--- config.mk ---
export PLATFORM = sky130hd
export DESIGN_NAME = dmem_req_bridge
export DESIGN_NICKNAME = d
export VERILOG_FILES = /design/src/rtl/dmem_req_bridge_pkg.sv /design/src/rtl/dmem_req_bridge_fifo.sv /design/src/rtl/dmem_req_bridge.sv
export SDC_FILE = /design/constraint.sdc
export NUM_CORES = 1
export LEC_CHECK = 0
export BUFFER_PORTS_ARGS = -buffer_cell sky130_fd_sc_hd__buf_2
export CORE_ASPECT_RATIO = 1.1
export CORE_MARGIN = 2
export CORE_UTILIZATION = 30
export DETAILED_ROUTE_END_ITERATION = 10
export HOLD_SLACK_MARGIN = 0.03
export SYNTH_ARGS = -nofsm -noshare
export SYNTH_HDL_FRONTEND = slang
export SYNTH_HIERARCHICAL = 1
export SYNTH_SLANG_ARGS = --single-unit
--- constraint.sdc ---
create_clock -name clk -period 29.2 [get_ports clk]
set_input_delay 0 -clock clk [delete_from_list [all_inputs] [get_ports clk]]
set_output_delay 0 -clock clk [all_outputs]
set_load 0.02 [all_outputs]
--- src/rtl/dmem_req_bridge_pkg.sv ---
// Shared types and helpers for the data-memory request bridge: FSM states,
// access-size codes, the queued request entry and size-dependent data shaping.
package dmem_req_bridge_pkg;

   localparam int QUEUE_DEPTH_DEFAULT = 4;

   localparam logic [1:0] SIZE_BYTE   = 2'd0;
   localparam logic [1:0] SIZE_HALF   = 2'd1;
   localparam logic [1:0] SIZE_WORD   = 2'd2;
   localparam logic [1:0] SIZE_DOUBLE = 2'd3;

   typedef enum logic [2:0] {
      IDLE,
      LD_ISSUE,
      LD_WAIT,
      ST_ISSUE,
      RESP
   } state_e;

   typedef struct packed {
      logic        is_store;
      logic [63:0] address;
      logic [1:0]  size;
      logic        signed_ld;
      logic [63:0] data;
      logic [3:0]  tag;
   } req_entry_t;

   function automatic logic is_misaligned(input logic [2:0] addr_lo, input logic [1:0] size);
      logic r;
      case (size)
         SIZE_HALF:   r = addr_lo[0];
         SIZE_WORD:   r = |addr_lo[1:0];
         SIZE_DOUBLE: r = |addr_lo[2:0];
         default:     r = 1'b0;
      endcase
      return r;
   endfunction

   function automatic logic [63:0] extend_load(input logic [63:0] d, input logic [1:0] size,
                                               input logic sgn);
      logic [63:0] r;
      case (size)
         SIZE_BYTE: r = {{56{sgn & d[7]}}, d[7:0]};
         SIZE_HALF: r = {{48{sgn & d[15]}}, d[15:0]};
         SIZE_WORD: r = {{32{sgn & d[31]}}, d[31:0]};
         default:   r = d;
      endcase
      return r;
   endfunction

   function automatic logic [63:0] mask_store(input logic [63:0] d, input logic [1:0] size);
      return extend_load(d, size, 1'b0);
   endfunction

endpackage

--- src/rtl/dmem_req_bridge_fifo.sv ---
// In-order request queue with registered head; full/empty derived from an
// occupancy counter, pointers wrap naturally since DEPTH is a power of two.
module req_fifo
   import dmem_req_bridge_pkg::*;
#(
   parameter int  DEPTH   = QUEUE_DEPTH_DEFAULT,
   parameter type entry_t = req_entry_t
) (
   input  logic   clk,
   input  logic   reset,
   input  logic   push,
   input  entry_t push_data,
   output logic   full,
   input  logic   pop,
   output logic   empty,
   output entry_t head
);

   localparam int PTR_W = (DEPTH > 1) ? $clog2(DEPTH) : 1;

   entry_t             mem_q [DEPTH];
   logic [PTR_W-1:0]   wr_ptr_q, wr_ptr_d;
   logic [PTR_W-1:0]   rd_ptr_q, rd_ptr_d;
   logic [PTR_W:0]     count_q, count_d;
   logic               do_push, do_pop;

   always_comb begin
      full     = (count_q == (PTR_W+1)'(DEPTH));
      empty    = (count_q == '0);
      head     = mem_q[rd_ptr_q];
      do_push  = push && !full;
      do_pop   = pop && !empty;
      wr_ptr_d = wr_ptr_q;
      rd_ptr_d = rd_ptr_q;
      count_d  = count_q;
      if (do_push) wr_ptr_d = wr_ptr_q + PTR_W'(1);
      if (do_pop)  rd_ptr_d = rd_ptr_q + PTR_W'(1);
      case ({do_push, do_pop})
         2'b10:   count_d = count_q + (PTR_W+1)'(1);
         2'b01:   count_d = count_q - (PTR_W+1)'(1);
         default: count_d = count_q;
      endcase
   end

   always_ff @(posedge clk) begin
      if (reset) begin
         wr_ptr_q <= '0;
         rd_ptr_q <= '0;
         count_q  <= '0;
      end else begin
         wr_ptr_q <= wr_ptr_d;
         rd_ptr_q <= rd_ptr_d;
         count_q  <= count_d;
      end
   end

   always_ff @(posedge clk) begin
      if (do_push) mem_q[wr_ptr_q] <= push_data;
   end

endmodule

--- src/rtl/dmem_req_bridge.sv ---
// Bridges a queued core load/store request stream onto split memory read and
// write channels, one memory transaction in flight, responses returned in order.
module dmem_req_bridge
   import dmem_req_bridge_pkg::*;
#(
   parameter int QUEUE_DEPTH = QUEUE_DEPTH_DEFAULT
) (
   input  logic        clk,
   input  logic        reset,
   input  logic        req_valid,
   output logic        req_ready,
   input  logic        req_bits_isStore,
   input  logic [63:0] req_bits_address,
   input  logic [1:0]  req_bits_size,
   input  logic        req_bits_signed,
   input  logic [63:0] req_bits_data,
   input  logic [3:0]  req_bits_tag,
   output logic        resp_valid,
   input  logic        resp_ready,
   output logic [63:0] resp_bits_data,
   output logic [3:0]  resp_bits_tag,
   output logic        resp_bits_isStore,
   output logic        resp_bits_error,
   output logic        mem_dRead_addressInfo_valid,
   input  logic        mem_dRead_addressInfo_ready,
   output logic [63:0] mem_dRead_addressInfo_bits_address,
   output logic [1:0]  mem_dRead_addressInfo_bits_size,
   input  logic        mem_dRead_data_valid,
   output logic        mem_dRead_data_ready,
   input  logic [63:0] mem_dRead_data_bits,
   output logic        mem_dWrite_storeInfo_valid,
   input  logic        mem_dWrite_storeInfo_ready,
   output logic [63:0] mem_dWrite_storeInfo_bits_addressInfo_address,
   output logic [1:0]  mem_dWrite_storeInfo_bits_addressInfo_size,
   output logic [63:0] mem_dWrite_storeInfo_bits_data
);

   state_e     state_q, state_d;
   req_entry_t cur_q, cur_d;
   logic [63:0] rdata_q, rdata_d;
   req_entry_t push_entry, fifo_head;
   logic       fifo_full, fifo_empty, fifo_push, fifo_pop, cur_err;

   always_comb begin
      push_entry = '{is_store: req_bits_isStore, address: req_bits_address, size: req_bits_size,
                     signed_ld: req_bits_signed, data: req_bits_data, tag: req_bits_tag};
      fifo_push  = req_valid && req_ready;
      fifo_pop   = resp_valid && resp_ready;
   end

   req_fifo #(.DEPTH(QUEUE_DEPTH), .entry_t(req_entry_t)) u_req_fifo (
      .clk       (clk),
      .reset     (reset),
      .push      (fifo_push),
      .push_data (push_entry),
      .full      (fifo_full),
      .pop       (fifo_pop),
      .empty     (fifo_empty),
      .head      (fifo_head)
   );

   // The head stays queued until its response fires; cur_q is a working copy.
   always_comb begin
      state_d = state_q;
      cur_d   = cur_q;
      rdata_d = rdata_q;
      case (state_q)
         IDLE: begin
            if (!fifo_empty) begin
               cur_d = fifo_head;
               if (is_misaligned(fifo_head.address[2:0], fifo_head.size)) state_d = RESP;
               else if (fifo_head.is_store)                              state_d = ST_ISSUE;
               else                                                      state_d = LD_ISSUE;
            end
         end
         LD_ISSUE: if (mem_dRead_addressInfo_ready) state_d = LD_WAIT;
         LD_WAIT: begin
            if (mem_dRead_data_valid) begin
               rdata_d = extend_load(mem_dRead_data_bits, cur_q.size, cur_q.signed_ld);
               state_d = RESP;
            end
         end
         ST_ISSUE: if (mem_dWrite_storeInfo_ready) state_d = RESP;
         RESP:     if (resp_ready) state_d = IDLE;
         default:  state_d = IDLE;
      endcase
   end

   always_ff @(posedge clk) begin
      if (reset) state_q <= IDLE;
      else       state_q <= state_d;
   end

   always_ff @(posedge clk) begin
      cur_q   <= cur_d;
      rdata_q <= rdata_d;
   end

   // Outputs are forced low during reset, independent of the registered state.
   always_comb begin
      cur_err = is_misaligned(cur_q.address[2:0], cur_q.size);
      req_ready = !reset && !fifo_full;

      mem_dRead_addressInfo_valid        = !reset && (state_q == LD_ISSUE);
      mem_dRead_addressInfo_bits_address = '0;
      mem_dRead_addressInfo_bits_size    = '0;
      if (mem_dRead_addressInfo_valid) begin
         mem_dRead_addressInfo_bits_address = cur_q.address;
         mem_dRead_addressInfo_bits_size    = cur_q.size;
      end
      mem_dRead_data_ready = !reset && (state_q == LD_WAIT);

      mem_dWrite_storeInfo_valid                   = !reset && (state_q == ST_ISSUE);
      mem_dWrite_storeInfo_bits_addressInfo_address = '0;
      mem_dWrite_storeInfo_bits_addressInfo_size    = '0;
      mem_dWrite_storeInfo_bits_data                = '0;
      if (mem_dWrite_storeInfo_valid) begin
         mem_dWrite_storeInfo_bits_addressInfo_address = cur_q.address;
         mem_dWrite_storeInfo_bits_addressInfo_size    = cur_q.size;
         mem_dWrite_storeInfo_bits_data                = mask_store(cur_q.data, cur_q.size);
      end

      resp_valid        = !reset && (state_q == RESP);
      resp_bits_data    = '0;
      resp_bits_tag     = '0;
      resp_bits_isStore = 1'b0;
      resp_bits_error   = 1'b0;
      if (resp_valid) begin
         resp_bits_data    = (cur_q.is_store || cur_err) ? 64'd0 : rdata_q;
         resp_bits_tag     = cur_q.tag;
         resp_bits_isStore = cur_q.is_store;
         resp_bits_error   = cur_err;
      end
   end

endmodule

# Word level (Yosys, flattened, before mapping)
# Memory sizes are Yosys's and may differ from the RTL's. A register that Yosys moved wholly into a read port is not among the register bits.
# Cells that the tools add are included.
totals:
  reg_bits: 210
  latch_bits: 0
  ram_bits: 544
  romBits: 0
  in_bits: 207
  output_inout_bits: 271
  word_cells: 91
  n_memories: 1
op_classes:
  add_sub_neg: 4
  multipliers: 0
  n_div: 0
  n_lt_le_gt_ge: 0
  n_eq_ne: 18
  shift: 0
  n_mux: 29
  bitwise_logic: 4
  reduce_logical: 24
memory_table:
  columns: ["memory", "depth", "word_bits", "rd", "rd_clocked_by_memory_dff", "write_ports", "line_no", "rtl"]
  rows:
  - ["u_req_fifo.mem_q", 4, 136, 1, 1, 1, "dmem_req_bridge_fifo.sv:21", "entry_t mem_q [DEPTH];"]
op_table:
  columns: ["op", "count"]
  rows:
  - ["64-bit one-hot mux with 3 select lines", 2]
  - ["64-bit two-way mux", 5]
  - ["3-bit two-way mux", 6]
  - ["3-bit one-hot mux with 5 select lines", 1]
  - ["2-bit equality test, second input constant", 5]
  - ["2-bit two-way mux", 5]
  - ["2-bit inequality test, second input constant", 5]
  - ["1-bit logical AND", 9]
  - ["2-bit by 1-bit equality test with 1-bit output, second input constant", 3]
  - ["3-bit by 2-bit equality test with 1-bit output, second input constant", 2]
  - ["3-bit equality test, second input constant", 2]
  - ["3-bit zero test", 2]
  - ["1-bit two-way mux", 6]
  - ["1-bit one-hot mux with 3 select lines", 2]
  - ["3-bit one-hot mux with 2 select lines", 1]
  - ["3-bit OR reduction", 2]
  - ["5-bit AND reduction", 1]
  - ["2-bit by 1-bit adder with 2-bit output, second input constant", 2]
  - ["4-bit two-way mux", 1]
  - ["2-bit AND reduction", 2]
  - ["2-bit OR reduction", 2]
  - ["3-bit by 1-bit adder with 3-bit output, second input constant", 1]
  - ["1-bit AND", 3]
  - ["3-bit by 1-bit equality test with 1-bit output, second input constant", 1]
  - ["other kinds (6)", 8]

# Longest topological paths before layout
depth:
  ltp_word: 7
  mapped_depth: 12
  mapped_depth_nobuf: 12

# Hierarchy
# The synthesis kept the hierarchy.
modules_own_cells:
  columns: ["mod", "instances", "cells_per_inst", "area_each_um2", "seq_area_each_um2"]
  rows:
  - ["req_fifo", 1, 764, 20056.7, 16515.8]
  - ["dmem_req_bridge", 1, 630, 8719.6, 6065.8]

# Worst setup path after synthesis
# OpenSTA, ideal clock, no wires.
synth_path:
  kind: "flip-flop to flip-flop"
  start: "reg state_q[0]"
  end: "reg cur_q[0] (netlist bit), enable pin"
  setup_ps: 963
  arrival_ps: 13396
  required_ps: 28237
  path_slack_ps: 14840
  stages_incl_launch_ff: 3
  path_buffers: 1
  period_less_slack_ps: 14360
  path_cell_list: "dfxtp_1 clkbuf_1 nor4_1"
synth_between:
  elab_chain_len: 2
synth_lines:
  columns: ["element", "line_no", "rtl"]
  rows:
  - ["from (decl)", "dmem_req_bridge.sv:38", "state_e state_q, state_d;"]
  - ["from (signal assigned)", "dmem_req_bridge.sv:91", "else state_q <= state_d;"]
  - ["3-bit zero test", "dmem_req_bridge.sv:67", "case (state_q)"]
  - ["2-bit AND reduction (no source line)", null, null]
  - ["to (signal assigned)", "dmem_req_bridge.sv:95", "cur_q <= cur_d;"]
  - ["to (decl)", "dmem_req_bridge.sv:39", "req_entry_t cur_q, cur_d;"]
# Every way passes these cells.
# A chain may end at the register's enable or synchronous reset.

==> impl_results.md <==
- Int Pwr: 1890 uW
- Slew Limit Headroom: a little under a quarter
- Clock transition at path regs: roughly 0.060 ns
- R2r worst-path depth: 8
- Most common cell after layout, fill and taps aside: edfxtp_1
- Die area: about 98000 um2
- Gpl congestion: between 0.8 and 0.9
- Clk Latency, worst-skew pair: ~0.62 ns
- Seq pwr share: 52.1%
- Net Count, Synth: about 1600
- CP endpoint kind: flip-flop
- GRT Residual Overflow: 0
- P per Cell Area: 64.5 nW/um2
- H-tree depth: 3
- Post-CTS setup buffers: 0
- DRC: 0
- I/O Buffers: around 480
- Sequential area share after synthesis: 78.5%
- Clock Skews: roughly 0.024 ns
- Share of cells above drive strength 1: between 30% and 40%
- WL per Instance: around 20 um
- Slew @ Worst Pin: between 1 and 1.5 ns
- Top_reg_cell synth: edfxtp_1
- Startpoint Class: flip-flop
- Clock tree buffer depth: 3
- Post-DP HPWL: between 40000 and 50000 um
- Global-route wire length before repair: about 100000 um
- WP data arrival: roughly 4.6 ns
- Max Cap Violations: 0
- Unrepaired setup endpoints after global routing: false
- WP data required: between 20 and 30 ns
- Fill count: approximately 8600
- Clock sink count: 756
- Resized Gates After CTS: 0
- Synth Instances: roughly 1400
- CTS buffer count: 80
- Initial antenna violation count: 13
- Starting Density: 30.2%
- Area Growth Syn to Fin: 29.8%
- Wirelength, routed: roughly 69000 um
- Worst min path class: input pin to flip-flop
- Sw frac: approximately 22%
- LEAKAGE: between 0.01 and 0.015 uW
- Vias post-DR: around 16000
- Final hold violation count: 0
- Seq cells post-synth: approximately 760
- Final worst path period share: between 10% and 20%
- Critical path type: flip-flop to flip-flop
- Height of the chip: between 300 and 400 um
- Via density: between 4 and 5
- Hold Crit Depth: 2
- Fmax: around 240 MHz
- Final ANT Viol Nets: 0
- Vias in the first global route: ~17000
- Distinct cells, synth: 43
- Worst vdd ir: about 0.049 mV
- CTS tree: built
- # setup viols final: 0
- Core Rows: 119
- Slew Viols, Final: 0
- Status: finished, final reports clean
- Net count, final: 2320
- Psw: between 500 and 600 uW
- Avg Inst Size Synth: roughly 21 um2
- YS warnings: 6
- Multi-input logic area: 5770 um2
- Synthesized cell area: ~29000 um2
- DR pass1 iterations: 4
- Asr flop ratio synth: 0%
- Final setup TNS: 0 ns
- CP max FO: between 40 and 50
- Clk pwr share: about 43%
- Gate power share: 5.2%
- Commonest non-fill, non-tap cells in the layout: edfxtp_1, buf_2, and2_1
- Largest net degree at the start of global routing: 136
- Clock root buffer: clkbuf_16
- Core ar.: approximately 95000 um2
- GR Util All Layers: a little over an eighth
- I/O pin total: about 480
- Die width: 299 um
- Sequential Area: about 23000 um2
- Fin crit period: approximately 4.1 ns
- Number of enable flip-flop cells after synthesis: 744
- Violation count after the first detailed-route iteration: ~960
- Worst hold margin: around 0.10 ns
final timing paths:
path / slack, ns / from / endpoint
setup / recovery: 25.08 / flip-flop / state_q[2]
hold / removal: 0.1 / mem_dRead_data_bits[6] / rdata_q[6]
setup reg to reg: 25.08 / flip-flop / state_q[2]
hold reg to reg: 0.50 / u_req_fifo/rd_ptr_q[1] / flip-flop
metal layers:
layer | part of all wire [%] | wire length (um) | track usage, %
met1 | 42 | 28700 | 17.0
met2 | 50 | 34400 | 23.4
met3 | 6.1 | 4180 | 3.48
met4 | 2.4 | 1660 | 4.29
met5 | 0.14 | 100 | 0
synthesized netlist by cell type (3+ instances only):
library cell,n,area (um2)
dfxtp_1,12,240
clkbuf_1,42,158
nor3_1,6,30.0
and2_1,224,1400
ha_1,5,62.6
xor2_1,3,26.3
a21o_1,48,360
or3_1,4,25.0
nand2_1,11,41.3
nor2_1,10,37.5
nand2b_1,4,25.0
mux4_2,136,3060
buf_2,18,90.1
edfxtp_1,744,22300
inv_1,11,41.3
a21oi_1,8,40.0
o21ai_0,15,75.1
and3_1,49,307
buf_6,12,135
or2_2,3,18.8
buf_4,3,22.5
logic make-up (layout without fill, tap and decap cells):
kind of cell    Yosys count  count (layout)  synth area share, %
compound gates           78              78                 1.84
xor+xnor                  3               3               0.0913
fa+ha+maj                 6               6                0.287
buf+inv                  88             868                 1.58
flops                   756             756                 78.5
mux                     138             138                 10.7
other cells               0               3                    0
simple gates            325             325                 7.01
power by group through the flow:
stage | sequential [uW] | clock [uW] | combinational, uW
after CTS | 1260 | 1070 | 127
final | 1250 | 1030 | 124
after global routing | 1260 | 1110 | 136
after detailed placement | 1280 | 0 | 103
after floorplan | 1280 | 0 | 54.8
after global placement | 1280 | 0 | 100
registers in the layout, indices dropped and copies added, names as in the netlist, named ones only:
| name | count |
|---|---|
| u_req_fifo/count_q | 3 |
| u_req_fifo/wr_ptr_q | 2 |
| rdata_q | 64 |
| u_req_fifo/rd_ptr_q | 2 |
| state_q | 3 |
| u_req_fifo/mem_q | 544 |
| cur_q | 136 |
stage by stage:
step / worst slack (ns) / utilization [%] / area [um2] / total power, uW / instances
finish: 25.08 / 39.1 / 37400 / 2410 / 3447
global placement: 25.32 / 34.1 / 32600 / 1380 / 3086
floorplan: 14.84 / - / 28800 / 1340 / 1394
detailed placement: 25.40 / 34.1 / 32600 / 1380 / 3086
global route: 24.64 / 39.1 / 37400 / 2500 / 3446
CTS: 24.84 / 39.1 / 37300 / 2450 / 3443
area by class of cell:
class	count	area share [%]
Inverter	11	0.111
Multi-Input combinational cell	550	15.4
Timing Repair Buffer	708	12.5
Tap cell	1270	4.25
Clock inverter	58	1.69
Sequential cell	756	60.5
Clock buffer	91	5.53
Antenna cell	3	0.0201
timing repair:
item | 4_1_cts | 5_1_grt
hold buffers | 208 | 0
endpoints found under the setup margin | 0 | 0
hold endpoints to repair | 620 | 0
worst max-delay path, cell delays in order (launching register included):
cell and delay, ns:
dfxtp_4 0.53, buf_4 0.67, buf_4 0.83, mux4_2 0.62, a211oi_1 0.26, or2_2 0.20, o311ai_0 0.12, and3_1 0.22
dlygate4sd3_1 0.55
Note: power is estimated with default switching activity, not from simulation.
